--- src/rtl/leaf_stream_packetizer.sv ---
// ---------------------------------------------------------------------------
// leaf_stream_packetizer
//
// Transmit-side endpoint of a leaf's BFT port. Each word the kernel presents
// on din_user/vld_user is wrapped as a 49-bit data packet and sent to
// dest_leaf/dest_port. The packet carries the receiver's next write address.
// A credit counter mirrors the free space in the remote receiver buffer.
// That buffer holds 2^NUM_BRAM_ADDR_BITS words. Freespace packets snooped
// from the incoming BFT stream refill the counter. A resend pulse replays
// the last data packet without consuming credit.
//
// Packet: [48] valid, [47:44] leaf, [43:40] port, [39] credit flag,
//         [38:32] addr, [31:0] payload
//
// Ports:
//   clk, reset                 clock, synchronous active-high reset
//   dest_leaf, dest_port       destination of outgoing data (quasi-static)
//   din_user, vld_user         kernel output word and its valid
//   ack_user                   combinational accept strobe back to kernel
//   din_leaf_bft2interface     incoming BFT packets, snooped for credit
//   dout_leaf_interface2bft    outgoing BFT packet, registered
//   resend                     replay the last data packet
//   credit_cnt                 current credit, for debug
// ---------------------------------------------------------------------------
module leaf_stream_packetizer #(
  parameter int PACKET_BITS        = 49,
  parameter int PAYLOAD_BITS       = 32,
  parameter int NUM_LEAF_BITS      = 4,
  parameter int NUM_PORT_BITS      = 4,
  parameter int NUM_ADDR_BITS      = 7,
  parameter int NUM_BRAM_ADDR_BITS = 7,
  parameter int OUT_PORT           = 1
) (
  input  logic                          clk,
  input  logic                          reset,
  input  logic [NUM_LEAF_BITS-1:0]      dest_leaf,
  input  logic [NUM_PORT_BITS-1:0]      dest_port,
  input  logic [PAYLOAD_BITS-1:0]       din_user,
  input  logic                          vld_user,
  output logic                          ack_user,
  input  logic [PACKET_BITS-1:0]        din_leaf_bft2interface,
  output logic [PACKET_BITS-1:0]        dout_leaf_interface2bft,
  input  logic                          resend,
  output logic [NUM_BRAM_ADDR_BITS:0]   credit_cnt
);

  localparam int CREDIT_W = NUM_BRAM_ADDR_BITS + 1;
  localparam int SUM_W    = CREDIT_W + 1;
  localparam logic [CREDIT_W-1:0] CREDIT_MAX = CREDIT_W'(1) << NUM_BRAM_ADDR_BITS;

  // Bit positions inside a packet
  localparam int FLAG_BIT = PAYLOAD_BITS + NUM_ADDR_BITS;
  localparam int PORT_LSB = FLAG_BIT + 1;

  typedef enum logic [1:0] {
    IDLE   = 2'd0,
    XMIT   = 2'd1,
    REPLAY = 2'd2
  } state_e;

  state_e                     state_q, state_d;
  logic [PACKET_BITS-1:0]     dout_q, dout_d;
  logic [PACKET_BITS-1:0]     last_pkt_q, last_pkt_d;
  logic                       have_last_q, have_last_d;
  logic [NUM_ADDR_BITS-1:0]   wr_addr_q, wr_addr_d;
  logic [CREDIT_W-1:0]        credit_q, credit_d;

  logic                       credit_avail;
  logic                       replay_req;
  logic                       credit_pkt;
  logic [7:0]                 credit_inc;
  logic [SUM_W-1:0]           credit_sum;
  logic [PACKET_BITS-1:0]     data_pkt;

  // While reset is high the credit is treated as zero, so nothing is acked
  // in the reset cycle even though credit_q may still hold an old value.
  assign credit_avail = !reset && (credit_q != '0);
  assign replay_req   = resend && have_last_q;
  assign ack_user     = vld_user && credit_avail && !replay_req;

  assign credit_pkt = din_leaf_bft2interface[PACKET_BITS-1]
                   && din_leaf_bft2interface[FLAG_BIT]
                   && (din_leaf_bft2interface[PORT_LSB +: NUM_PORT_BITS]
                       == NUM_PORT_BITS'(OUT_PORT));
  assign credit_inc = credit_pkt ? din_leaf_bft2interface[7:0] : 8'd0;

  // An accept needs credit >= 1, so the sum never underflows. It can exceed
  // the buffer size when a large return arrives, hence the saturation.
  assign credit_sum = SUM_W'(credit_q) + SUM_W'(credit_inc) - SUM_W'(ack_user);

  assign data_pkt = {1'b1, dest_leaf, dest_port, 1'b0, wr_addr_q, din_user};

  // NOTE: every always_comb output gets a default first so no path leaves
  // it unassigned, which would otherwise infer a latch.
  always_comb begin
    state_d     = IDLE;
    dout_d      = '0;
    last_pkt_d  = last_pkt_q;
    have_last_d = have_last_q;
    wr_addr_d   = wr_addr_q;

    if (replay_req) begin
      state_d = REPLAY;
    end else if (vld_user && credit_avail) begin
      state_d = XMIT;
    end

    unique case (state_d)
      XMIT: begin
        dout_d      = data_pkt;
        last_pkt_d  = data_pkt;
        have_last_d = 1'b1;
        wr_addr_d   = wr_addr_q + 1'b1;  // wraps naturally at 2^NUM_ADDR_BITS
      end
      REPLAY:  dout_d = last_pkt_q;
      default: dout_d = '0;
    endcase

    credit_d = (credit_sum > SUM_W'(CREDIT_MAX)) ? CREDIT_MAX
                                                 : credit_sum[CREDIT_W-1:0];
  end

  // NOTE: state registers use non-blocking assignments so all of them update
  // from the same pre-edge values, independent of statement order.
  always_ff @(posedge clk) begin
    if (reset) begin
      state_q     <= IDLE;
      dout_q      <= '0;
      last_pkt_q  <= '0;
      have_last_q <= 1'b0;
      wr_addr_q   <= '0;
      credit_q    <= CREDIT_MAX;
    end else begin
      state_q     <= state_d;
      dout_q      <= dout_d;
      last_pkt_q  <= last_pkt_d;
      have_last_q <= have_last_d;
      wr_addr_q   <= wr_addr_d;
      credit_q    <= credit_d;
    end
  end

  assign dout_leaf_interface2bft = dout_q;
  assign credit_cnt              = credit_q;

endmodule

--- config.mk ---
export PLATFORM = sky130hd
export DESIGN_NAME = leaf_stream_packetizer
export DESIGN_NICKNAME = d
export VERILOG_FILES = /design/src/rtl/leaf_stream_packetizer.sv
export SDC_FILE = /design/constraint.sdc
export NUM_CORES = 1
export LEC_CHECK = 0
export CELL_PAD_IN_SITES_DETAIL_PLACEMENT = 0
export CELL_PAD_IN_SITES_GLOBAL_PLACEMENT = 1
export CORE_ASPECT_RATIO = 0.75
export CORE_MARGIN = 3
export CORE_UTILIZATION = 34
export CTS_CLUSTER_DIAMETER = 60
export DETAILED_ROUTE_END_ITERATION = 7
export HOLD_SLACK_MARGIN = 0.08
export PLACE_DENSITY = 0.83
export SETUP_SLACK_MARGIN = 0.5
export SLEW_MARGIN = 20
export SYNTH_ARGS = -nofsm -noshare
export SYNTH_HDL_FRONTEND = slang
export SYNTH_SLANG_ARGS = --single-unit
--- constraint.sdc ---
create_clock -name clk -period 5.6 [get_ports clk]
set_clock_uncertainty 0.15 [all_clocks]
set_input_delay 0.84 -clock clk [delete_from_list [all_inputs] [get_ports clk]]
set_output_delay 0.84 -clock clk [all_outputs]
set_load 0.005 [all_outputs]
==> results of run 1 <==
[through the flow]
step	cell area [um2]	power, uW	util [%]	hold slack [ps]
2_1_floorplan	4160	1330	-	273
3_3_place_gp	5430	1550	46.1	277
3_5_place_dp	5440	1570	46.2	283
4_1_cts	5740	2210	48.7	293
5_1_grt	5740	2310	48.7	309
6_report	5740	2180	48.7	291
[state kept, by name, summed over array words and instances (netlist names)]
name and cells:
dout_leaf_interface2bft 48, last_pkt_q 47, credit_cnt 8, wr_addr_q 7, have_last_q 1
[cell usage after synthesis]
cell	n	area share, %
nand2_1	196	18
dfxtp_1	111	53
a21oi_1	50	6.0
inv_1	29	2.6
ha_1	17	5.1
nor2_1	13	1.2
clkbuf_1	12	1.1
buf_2	9	1.1
nand4_1	6	0.90
xnor2_1	5	1.1
xor2_1	5	1.1
a21o_1	4	0.72
a22o_1	4	0.84
nor3_1	4	0.48
and3_1	3	0.45
o21ai_0	3	0.36
a21oi_2	2	0.42
buf_4	2	0.36
nand2b_1	2	0.30
nor4_1	2	0.30
a211o_1	1	0.21
a311o_2	1	0.27
a311oi_2	1	0.36
a31oi_1	1	0.15
a41oi_2	1	0.39
and3b_1	1	0.21
conb_1	1	0.090
fa_1	1	0.48
inv_2	1	0.090
nand2_2	1	0.15
nand3_1	1	0.12
nand3_2	1	0.24
nand4b_1	1	0.21
nor3b_1	1	0.18
nor3b_2	1	0.30
nor4b_2	1	0.36
o2111a_1	1	0.27
o211ai_1	1	0.18
o21ai_2	1	0.21
or3_2	1	0.18
[layout make-up]
cell class,instances,area (um2),share of cell area (%)
clock buffer,11,243,4.23
tap,162,203,3.53
clock inverter,4,52.6,0.916
multi-input combinational,335,1740,30.3
timing repair buffer,118,1170,20.3
inverter,30,113,1.96
sequential,111,2220,38.7
[layout by cell type (no fill, tap or decap), drive strengths merged, types with 2 or more instances in the layout]
master	count
nand4	6
nor3	4
o21ai	4
dfxtp	111
clkbuf	11
nor4	2
xor2	5
buf	5
inv	32
nand2b	2
a22o	4
nand2	197
clkdlybuf4s50	113
nor2	13
and3	3
xnor2	5
a21o	4
ha	17
nor3b	2
a21oi	52
nand3	2
[layer usage]
layer / part of all wire (%) / wire length, um / global-route usage [%] / vias to the layer above
met5: 0 / 0 / 0 / -
met4: 1.1 / 110 / 4.27 / 0
met3: 6.5 / 628 / 5.27 / 8
met2: 45 / 4390 / 23.8 / 80
met1: 47 / 4590 / 18.1 / 1636
li1: - / - / - / 1805
[worst min-delay path, stage by stage (launching register included)]
cell     delay [ps]
dfxtp_1         310
nand2_1          50
nand2_1          40
[path summary, 6_finish.rpt]
path                            depth (start not counted)           start                     endpoint  slack (ps)
worst min-delay path                                    2  last_pkt_q[18]  dout_leaf_interface2bft[18]         290
worst max register to register                         15   credit_cnt[1]                credit_cnt[1]        1510
worst max-delay path                                    7        vld_user                     ack_user        1190
worst min register to register                          2  last_pkt_q[18]  dout_leaf_interface2bft[18]         290
[cells by family (layout without fill, tap and decap cells)]
kind of cell | count (synthesis) | after routing
and+or+nand+nor | 235 | 235
DFF | 111 | 111
AOI/OAI and AO/OA | 71 | 71
buffers and inverters | 53 | 163
adders and majority gates | 18 | 18
xor gates and xnor gates | 10 | 10
other | 1 | 1
[where the power goes]
group | internal (uW) | total, uW | switching, uW
logic | 297 | 641 | 343
registers | 867 | 906 | 38.7
clock network | 359 | 635 | 276
total | 1520 | 2180 | 658
==> impl_results.html, run 1 <==
<table>
<tr><th>Metric</th><th>Value</th></tr>
<tr><th colspan="2">Run status</th></tr>
<tr><td>Status</td><td>finished, final reports clean</td></tr>
<tr><th colspan="2">Setup path</th></tr>
<tr><td>CP Buf/Inv Count</td><td>5</td></tr>
<tr><td>Critical path's top delay family</td><td>buffers and inverters</td></tr>
<tr><td>Critical path launch point type</td><td>primary input</td></tr>
<tr><td>Master of the slowest instance on the critical path</td><td>clkdlybuf4s50_1</td></tr>
<tr><td>Kind of critical path</td><td>primary input to output port</td></tr>
<tr><td>Category of the worst setup path capture point</td><td>output port</td></tr>
<tr><td>Largest fanout on the critical path</td><td>58</td></tr>
<tr><td>Cell repeated most along the worst path</td><td>clkdlybuf4s50_1</td></tr>
<tr><td>CP cell instances</td><td>clkdlybuf4s50_1, inv_1, a211o_1, a21o_2, inv_2, buf_4, clkdlybuf4s50_1</td></tr>
<tr><td>Delay of the slowest cell on the worst path</td><td>620 ps</td></tr>
<tr><td>Data required time at the worst endpoint</td><td>4610 ps</td></tr>
<tr><td>Arr. time, crit path</td><td>3420 ps</td></tr>
<tr><th colspan="2">Placement</th></tr>
<tr><td>DP Worst Slack</td><td>981 ps</td></tr>
<tr><td>Placer's final routability congestion estimate</td><td>0.787</td></tr>
<tr><td>IO buf count</td><td>114</td></tr>
<tr><td>Half-perimeter wire length after detailed placement</td><td>6530 um</td></tr>
<tr><td>Placed cells</td><td>756</td></tr>
<tr><th colspan="2">Synth</th></tr>
<tr><td>Post-synthesis adder-cell area fraction</td><td>5.59%</td></tr>
<tr><td>Post-synthesis sequential area ratio</td><td>53.4%</td></tr>
<tr><td>Post-synthesis mux area share</td><td>0%</td></tr>
<tr><td>Number of nets in the synthesized netlist</td><td>610</td></tr>
<tr><td>Syn Area/Cell</td><td>8.34 um2</td></tr>
<tr><td>Largest family of logic cells by synthesized area</td><td>simple AND/OR/NAND/NOR gates</td></tr>
<tr><td>Basic-gate share of the synthesized area counting and, or, nand and nor cells</td><td>23.2%</td></tr>
<tr><td>Share of the synthesized area in compound gates (AO/OA/AOI/OAI)</td><td>10.4%</td></tr>
<tr><td>Post-synthesis cell type count</td><td>40</td></tr>
<tr><td>Xor/xnor cell area share of the yosys netlist</td><td>2.10%</td></tr>
<tr><td>Post-synthesis cell area</td><td>4160 um2</td></tr>
<tr><td>Synth warnings</td><td>0</td></tr>
<tr><td>Cells after synthesis</td><td>499</td></tr>
<tr><td>Number of synthesized register bits</td><td>111</td></tr>
<tr><th colspan="2">Drt</th></tr>
<tr><td>Via count</td><td>3529</td></tr>
<tr><td>DRC violations left</td><td>0</td></tr>
<tr><td>Number of iterations in the first detailed-routing pass</td><td>4</td></tr>
<tr><td>Number of vias per cell after detailed routing</td><td>4.58</td></tr>
<tr><td>Detailed Route WL</td><td>9720 um</td></tr>
<tr><td>Avg WL per Cell</td><td>12.6 um</td></tr>
<tr><td>Iteration-0 DRC count of the detailed router</td><td>175</td></tr>
<tr><td>Final ANT Viol Nets</td><td>0</td></tr>
<tr><th colspan="2">Finish</th></tr>
<tr><td>Layout Nets</td><td>716</td></tr>
<tr><td>Synthesis-to-finish area growth</td><td>37.7%</td></tr>
<tr><td>Number of fillers in the final layout</td><td>1114</td></tr>
<tr><td>Fraction of layout instances using a drive strength above 1</td><td>5.42%</td></tr>
<tr><td>Post-route insts no fill</td><td>771</td></tr>
<tr><td>Antenna cell count</td><td>0</td></tr>
<tr><th colspan="2">Die</th></tr>
<tr><td>Effective utilization at floorplan</td><td>35.3%</td></tr>
<tr><td>Total number of placement rows</td><td>34</td></tr>
<tr><td>Die extent in x</td><td>134 um</td></tr>
<tr><td>Std-Cell Core Area</td><td>11800 um2</td></tr>
<tr><td>Chip height</td><td>102 um</td></tr>
<tr><td>Top-Level Pins</td><td>151</td></tr>
<tr><td>Die area</td><td>13600 um2</td></tr>
<tr><th colspan="2">Timing</th></tr>
<tr><td>Setup TNS</td><td>0 ps</td></tr>
<tr><td>Setup repair after global routing missed its margin</td><td>false</td></tr>
<tr><td>Final critical-path required period</td><td>4410 ps</td></tr>
<tr><td>Top achievable clock speed</td><td>227 MHz</td></tr>
<tr><td>Share of the clock period used by the worst path after layout</td><td>78.8%</td></tr>
<tr><td>Transition time at the pin with the least slew margin</td><td>985 ps</td></tr>
<tr><td>Worst max-slew margin expressed relative to the limit</td><td>34.4%</td></tr>
<tr><td>Number of pins exceeding their max-slew limit in the final report</td><td>0</td></tr>
<tr><td>Worst Slack Setup Final</td><td>1190 ps</td></tr>
<tr><td>Count of final hold-check violations</td><td>0</td></tr>
<tr><td>Final setup violation count</td><td>0</td></tr>
<tr><th colspan="2">Power</th></tr>
<tr><td>Worst IR Drop VDD</td><td>0.199 mV</td></tr>
<tr><td>Cell leakage power</td><td>0.00243 uW</td></tr>
<tr><td>Power per unit of standard cell area</td><td>380 nW/um2</td></tr>
<tr><th colspan="2">Clock tree</th></tr>
<tr><td>Number of hold buffers added after cts</td><td>0</td></tr>
<tr><td>Number of sinks driven by the clock tree</td><td>111</td></tr>
<tr><td>Inserted Clock Buffers</td><td>9</td></tr>
<tr><td>Insertion delay to the later sink of the worst-skew pair</td><td>340 ps</td></tr>
<tr><td>Clock root buffer</td><td>clkbuf_16</td></tr>
<tr><td>TritonCTS clock tree</td><td>built</td></tr>
<tr><td>Deepest clock path buffer count</td><td>2</td></tr>
<tr><td>H-tree level count</td><td>3</td></tr>
<tr><td>Resize count post-CTS</td><td>0</td></tr>
<tr><td>Setup bufs post-CTS</td><td>0</td></tr>
<tr><td>Clock input transition at the sequential cells of the worst setup and hold paths</td><td>70 ps</td></tr>
<tr><th colspan="2">Job</th></tr>
<tr><td>MaxCap Viol Count</td><td>0</td></tr>
<tr><th colspan="2">Global route</th></tr>
<tr><td>Total overflow reported by the global router</td><td>0</td></tr>
<tr><td>Wire length of the first global-routing pass</td><td>16000 um</td></tr>
<tr><td>Maximum number of pins on one net before global-route repair</td><td>59</td></tr>
<tr><td>Number of global-route vias before repair</td><td>3438</td></tr>
<tr><td>Initial antenna violation count</td><td>0</td></tr>
<tr><td>Total Routing Usage GR</td><td>14.5%</td></tr>
<tr><th colspan="2">Hold path</th></tr>
<tr><td>Worst hold path type</td><td>register to register</td></tr>
</table>
(Power assumes the default switching activity.)
==> inputs of run 2 (changes only) <==
--- a/config.mk
+++ b/config.mk
@@ -9,11 +9,11 @@
 export CELL_PAD_IN_SITES_GLOBAL_PLACEMENT = 1
 export CORE_ASPECT_RATIO = 0.75
 export CORE_MARGIN = 3
-export CORE_UTILIZATION = 34
+export CORE_UTILIZATION = 32
 export CTS_CLUSTER_DIAMETER = 60
 export DETAILED_ROUTE_END_ITERATION = 7
 export HOLD_SLACK_MARGIN = 0.08
-export PLACE_DENSITY = 0.83
+export PLACE_DENSITY = 0.79
 export SETUP_SLACK_MARGIN = 0.5
 export SLEW_MARGIN = 20
 export SYNTH_ARGS = -nofsm -noshare
==> constraint.sdc (replaced) <==
create_clock -name clk -period 4.35 [get_ports clk]
set_clock_uncertainty 0.15 [all_clocks]
set_input_delay 0.6525 -clock clk [delete_from_list [all_inputs] [get_ports clk]]
set_output_delay 0.6525 -clock clk [all_outputs]
set_load 0.005 [all_outputs]
==> run 2 against run 1 <==
  * Combinational power increased by 28%
  * Setup slack lost 490 ps
  * Register-to-register slack worse by 570 ps
  * Worst hold slack is essentially flat
  * Via count decreased by 1.8%
  * First-iteration DRC count fell by 1.1%
  * Non-clock buffer count increased by 1
  * Sequential share of layout area unchanged
  * Clock power is 25% higher
  * Largest cell class unchanged
  * Die area rose by 5.9%
  * Critical endpoint is now credit_cnt[1]
==> impl_results.html, run 2 (synthesized netlist as in run 1, its figures left out) <==
<table>
<tr><th>Metric</th><th>Value</th></tr>
<tr><th colspan="2">Run status</th></tr>
<tr><td>Status</td><td>finished, final reports clean</td></tr>
<tr><th colspan="2">Power</th></tr>
<tr><td>Clock network fraction of total power</td><td>28.5%</td></tr>
<tr><td>Switching share of power</td><td>31.2%</td></tr>
<tr><td>Cell leakage power</td><td>0.00243 uW</td></tr>
<tr><td>Switching power total</td><td>868 uW</td></tr>
<tr><td>Power per unit of standard cell area</td><td>485 nW/um2</td></tr>
<tr><td>Part of the total power dissipated in combinational logic</td><td>29.6%</td></tr>
<tr><td>Internal power</td><td>1910 uW</td></tr>
<tr><td>Worst IR Drop VDD</td><td>0.197 mV</td></tr>
<tr><td>Sequential fraction of design power</td><td>41.9%</td></tr>
<tr><th colspan="2">Timing</th></tr>
<tr><td>Worst slack on hold paths</td><td>291 ps</td></tr>
<tr><td>Setup repair after global routing missed its margin</td><td>false</td></tr>
<tr><td>Final setup violation count</td><td>0</td></tr>
<tr><td>Top achievable clock speed</td><td>274 MHz</td></tr>
<tr><td>Number of pins exceeding their max-slew limit in the final report</td><td>0</td></tr>
<tr><td>Worst max-slew margin expressed relative to the limit</td><td>55.3%</td></tr>
<tr><td>Count of final hold-check violations</td><td>0</td></tr>
<tr><td>Share of the clock period used by the worst path after layout</td><td>84.0%</td></tr>
<tr><td>Transition time at the pin with the least slew margin</td><td>670 ps</td></tr>
<tr><td>Setup TNS</td><td>0 ps</td></tr>
<tr><td>Final critical-path required period</td><td>3650 ps</td></tr>
<tr><th colspan="2">Global route</th></tr>
<tr><td>Wire length of the first global-routing pass</td><td>16000 um</td></tr>
<tr><td>Total overflow reported by the global router</td><td>0</td></tr>
<tr><td>Initial antenna violation count</td><td>0</td></tr>
<tr><td>Total Routing Usage GR</td><td>13.6%</td></tr>
<tr><td>Number of global-route vias before repair</td><td>3350</td></tr>
<tr><td>Maximum number of pins on one net before global-route repair</td><td>59</td></tr>
<tr><th colspan="2">Drt</th></tr>
<tr><td>Detailed Route WL</td><td>9650 um</td></tr>
<tr><td>Number of vias per cell after detailed routing</td><td>4.46</td></tr>
<tr><td>Number of iterations in the first detailed-routing pass</td><td>4</td></tr>
<tr><td>Final ANT Viol Nets</td><td>0</td></tr>
<tr><td>Avg WL per Cell</td><td>12.4 um</td></tr>
<tr><td>Iteration-0 DRC count of the detailed router</td><td>173</td></tr>
<tr><td>DRC violations left</td><td>0</td></tr>
<tr><td>Via count</td><td>3466</td></tr>
<tr><th colspan="2">Setup path</th></tr>
<tr><td>Category of the worst setup path capture point</td><td>register</td></tr>
<tr><td>Critical path's top delay family</td><td>compound AO/OA/AOI/OAI gates</td></tr>
<tr><td>Largest fanout on the critical path</td><td>3</td></tr>
<tr><td>Reg2reg setup slack</td><td>940 ps</td></tr>
<tr><td>CP Buf/Inv Count</td><td>5</td></tr>
<tr><td>Critical path launch point type</td><td>primary input</td></tr>
<tr><td>Cell repeated most along the worst path</td><td>inv_1</td></tr>
<tr><td>Data required time at the worst endpoint</td><td>4460 ps</td></tr>
<tr><td>Kind of critical path</td><td>primary input to register</td></tr>
<tr><td>CP cell instances</td><td>clkdlybuf4s50_1, inv_1, a211o_1, a21o_2, inv_2, ha_1, inv_1, ha_1, inv_1, fa_1, nand2b_1, a21oi_1, a21oi_1, o211ai_1, a41oi_2, nor3b_2</td></tr>
<tr><td>Delay of the slowest cell on the worst path</td><td>450 ps</td></tr>
<tr><td>Arr. time, crit path</td><td>3770 ps</td></tr>
<tr><td>Master of the slowest instance on the critical path</td><td>clkdlybuf4s50_1</td></tr>
<tr><th colspan="2">Clock tree</th></tr>
<tr><td>Setup bufs post-CTS</td><td>0</td></tr>
<tr><td>Inserted Clock Buffers</td><td>9</td></tr>
<tr><td>Insertion delay to the later sink of the worst-skew pair</td><td>340 ps</td></tr>
<tr><td>Number of hold buffers added after cts</td><td>0</td></tr>
<tr><td>Deepest clock path buffer count</td><td>2</td></tr>
<tr><td>H-tree level count</td><td>3</td></tr>
<tr><td>TritonCTS clock tree</td><td>built</td></tr>
<tr><td>Clock root buffer</td><td>clkbuf_16</td></tr>
<tr><td>Resize count post-CTS</td><td>0</td></tr>
<tr><td>Number of sinks driven by the clock tree</td><td>111</td></tr>
<tr><td>Clock input transition at the sequential cells of the worst setup and hold paths</td><td>70 ps</td></tr>
<tr><th colspan="2">Placement</th></tr>
<tr><td>IO buf count</td><td>114</td></tr>
<tr><td>Placed cells</td><td>761</td></tr>
<tr><td>Half-perimeter wire length after detailed placement</td><td>6460 um</td></tr>
<tr><td>Placer's final routability congestion estimate</td><td>0.858</td></tr>
<tr><th colspan="2">Job</th></tr>
<tr><td>MaxCap Viol Count</td><td>0</td></tr>
<tr><th colspan="2">Finish</th></tr>
<tr><td>Most frequent standard cell in the layout excluding fill and tap cells</td><td>nand2_1</td></tr>
<tr><td>Post-route insts no fill</td><td>777</td></tr>
<tr><td>Antenna cell count</td><td>0</td></tr>
<tr><td>Final core area utilization</td><td>46.0%</td></tr>
<tr><td>Fraction of layout instances using a drive strength above 1</td><td>5.89%</td></tr>
<tr><td>Layout Nets</td><td>717</td></tr>
<tr><td>Flip-flop count of the largest register after layout</td><td>48</td></tr>
<tr><td>Synthesis-to-finish area growth</td><td>37.7%</td></tr>
<tr><td>Most used cells in the layout excluding fill and tap cells</td><td>nand2_1, clkdlybuf4s50_1, dfxtp_1</td></tr>
<tr><th colspan="2">Die</th></tr>
<tr><td>Std-Cell Core Area</td><td>12500 um2</td></tr>
<tr><td>Effective utilization at floorplan</td><td>33.4%</td></tr>
<tr><td>Die extent in x</td><td>138 um</td></tr>
<tr><td>Die area</td><td>14400 um2</td></tr>
<tr><td>Chip height</td><td>105 um</td></tr>
<tr><td>Total number of placement rows</td><td>35</td></tr>
<tr><td>Top-Level Pins</td><td>151</td></tr>
<tr><th colspan="2">Hold path</th></tr>
<tr><td>Worst hold path type</td><td>register to register</td></tr>
</table>
-- run 2: final cells by class --
| cell class | count | area [um2] |
|---|---|---|
| Clock buffer | 10 | 239 |
| Clock inverter | 6 | 50.0 |
| Sequential cell | 111 | 2220 |
| Multi-Input combinational cell | 335 | 1730 |
| Timing Repair Buffer | 119 | 1170 |
| Fill cell | 1185 | 6750 |
| Inverter | 30 | 113 |
| Tap cell | 166 | 208 |
-- run 2: routing by layer --
metal  global-route usage [%]  part of all wire (%)  wire length, um  vias to the layer above
li1                         -                     -                -                     1807
met3                     4.23                   6.4              613                        5
met4                     3.17                  0.53               51                        0
met5                        0                     0                0                        -
met1                     18.4                    49             4750                     1566
met2                     21.4                    44             4240                       88
-- run 2: per-stage QoR --
step | instance area [um2] | power (uW) | setup slack [ps]
after global routing | 5740 | 2960 | 545
final | 5740 | 2780 | 696
after floorplan | 4160 | 1710 | 884
after detailed placement | 5450 | 2010 | 391
after CTS | 5740 | 2820 | 714
after global placement | 5450 | 1990 | 481
-- run 2: worst paths after layout --
| check | to | depth (start not counted) | start |
|---|---|---|---|
| max | credit_cnt[1] | 16 | vld_user |
| min | dout_leaf_interface2bft[37] | 2 | last_pkt_q[37] |
| max reg2reg | credit_cnt[1] | 15 | credit_cnt[6] |
| min reg2reg | dout_leaf_interface2bft[37] | 2 | last_pkt_q[37] |
-- run 2: worst reg2reg max path: cells and delay by family (launching register included) --
kind / cells / cell delay [ps]
adders and majority gates: 3 / 840
buffers and inverters: 3 / 150
DFF: 1 / 340
AOI/OAI and AO/OA: 6 / 1150
and+or+nand+nor: 3 / 690
-- run 2: power groups by stage --
stage	clock network, uW	logic [uW]	registers, uW
after floorplan	0	525	1180
after detailed placement	0	823	1190
final	792	823	1170
after global routing	859	920	1180
after CTS	825	828	1170
after global placement	0	807	1190
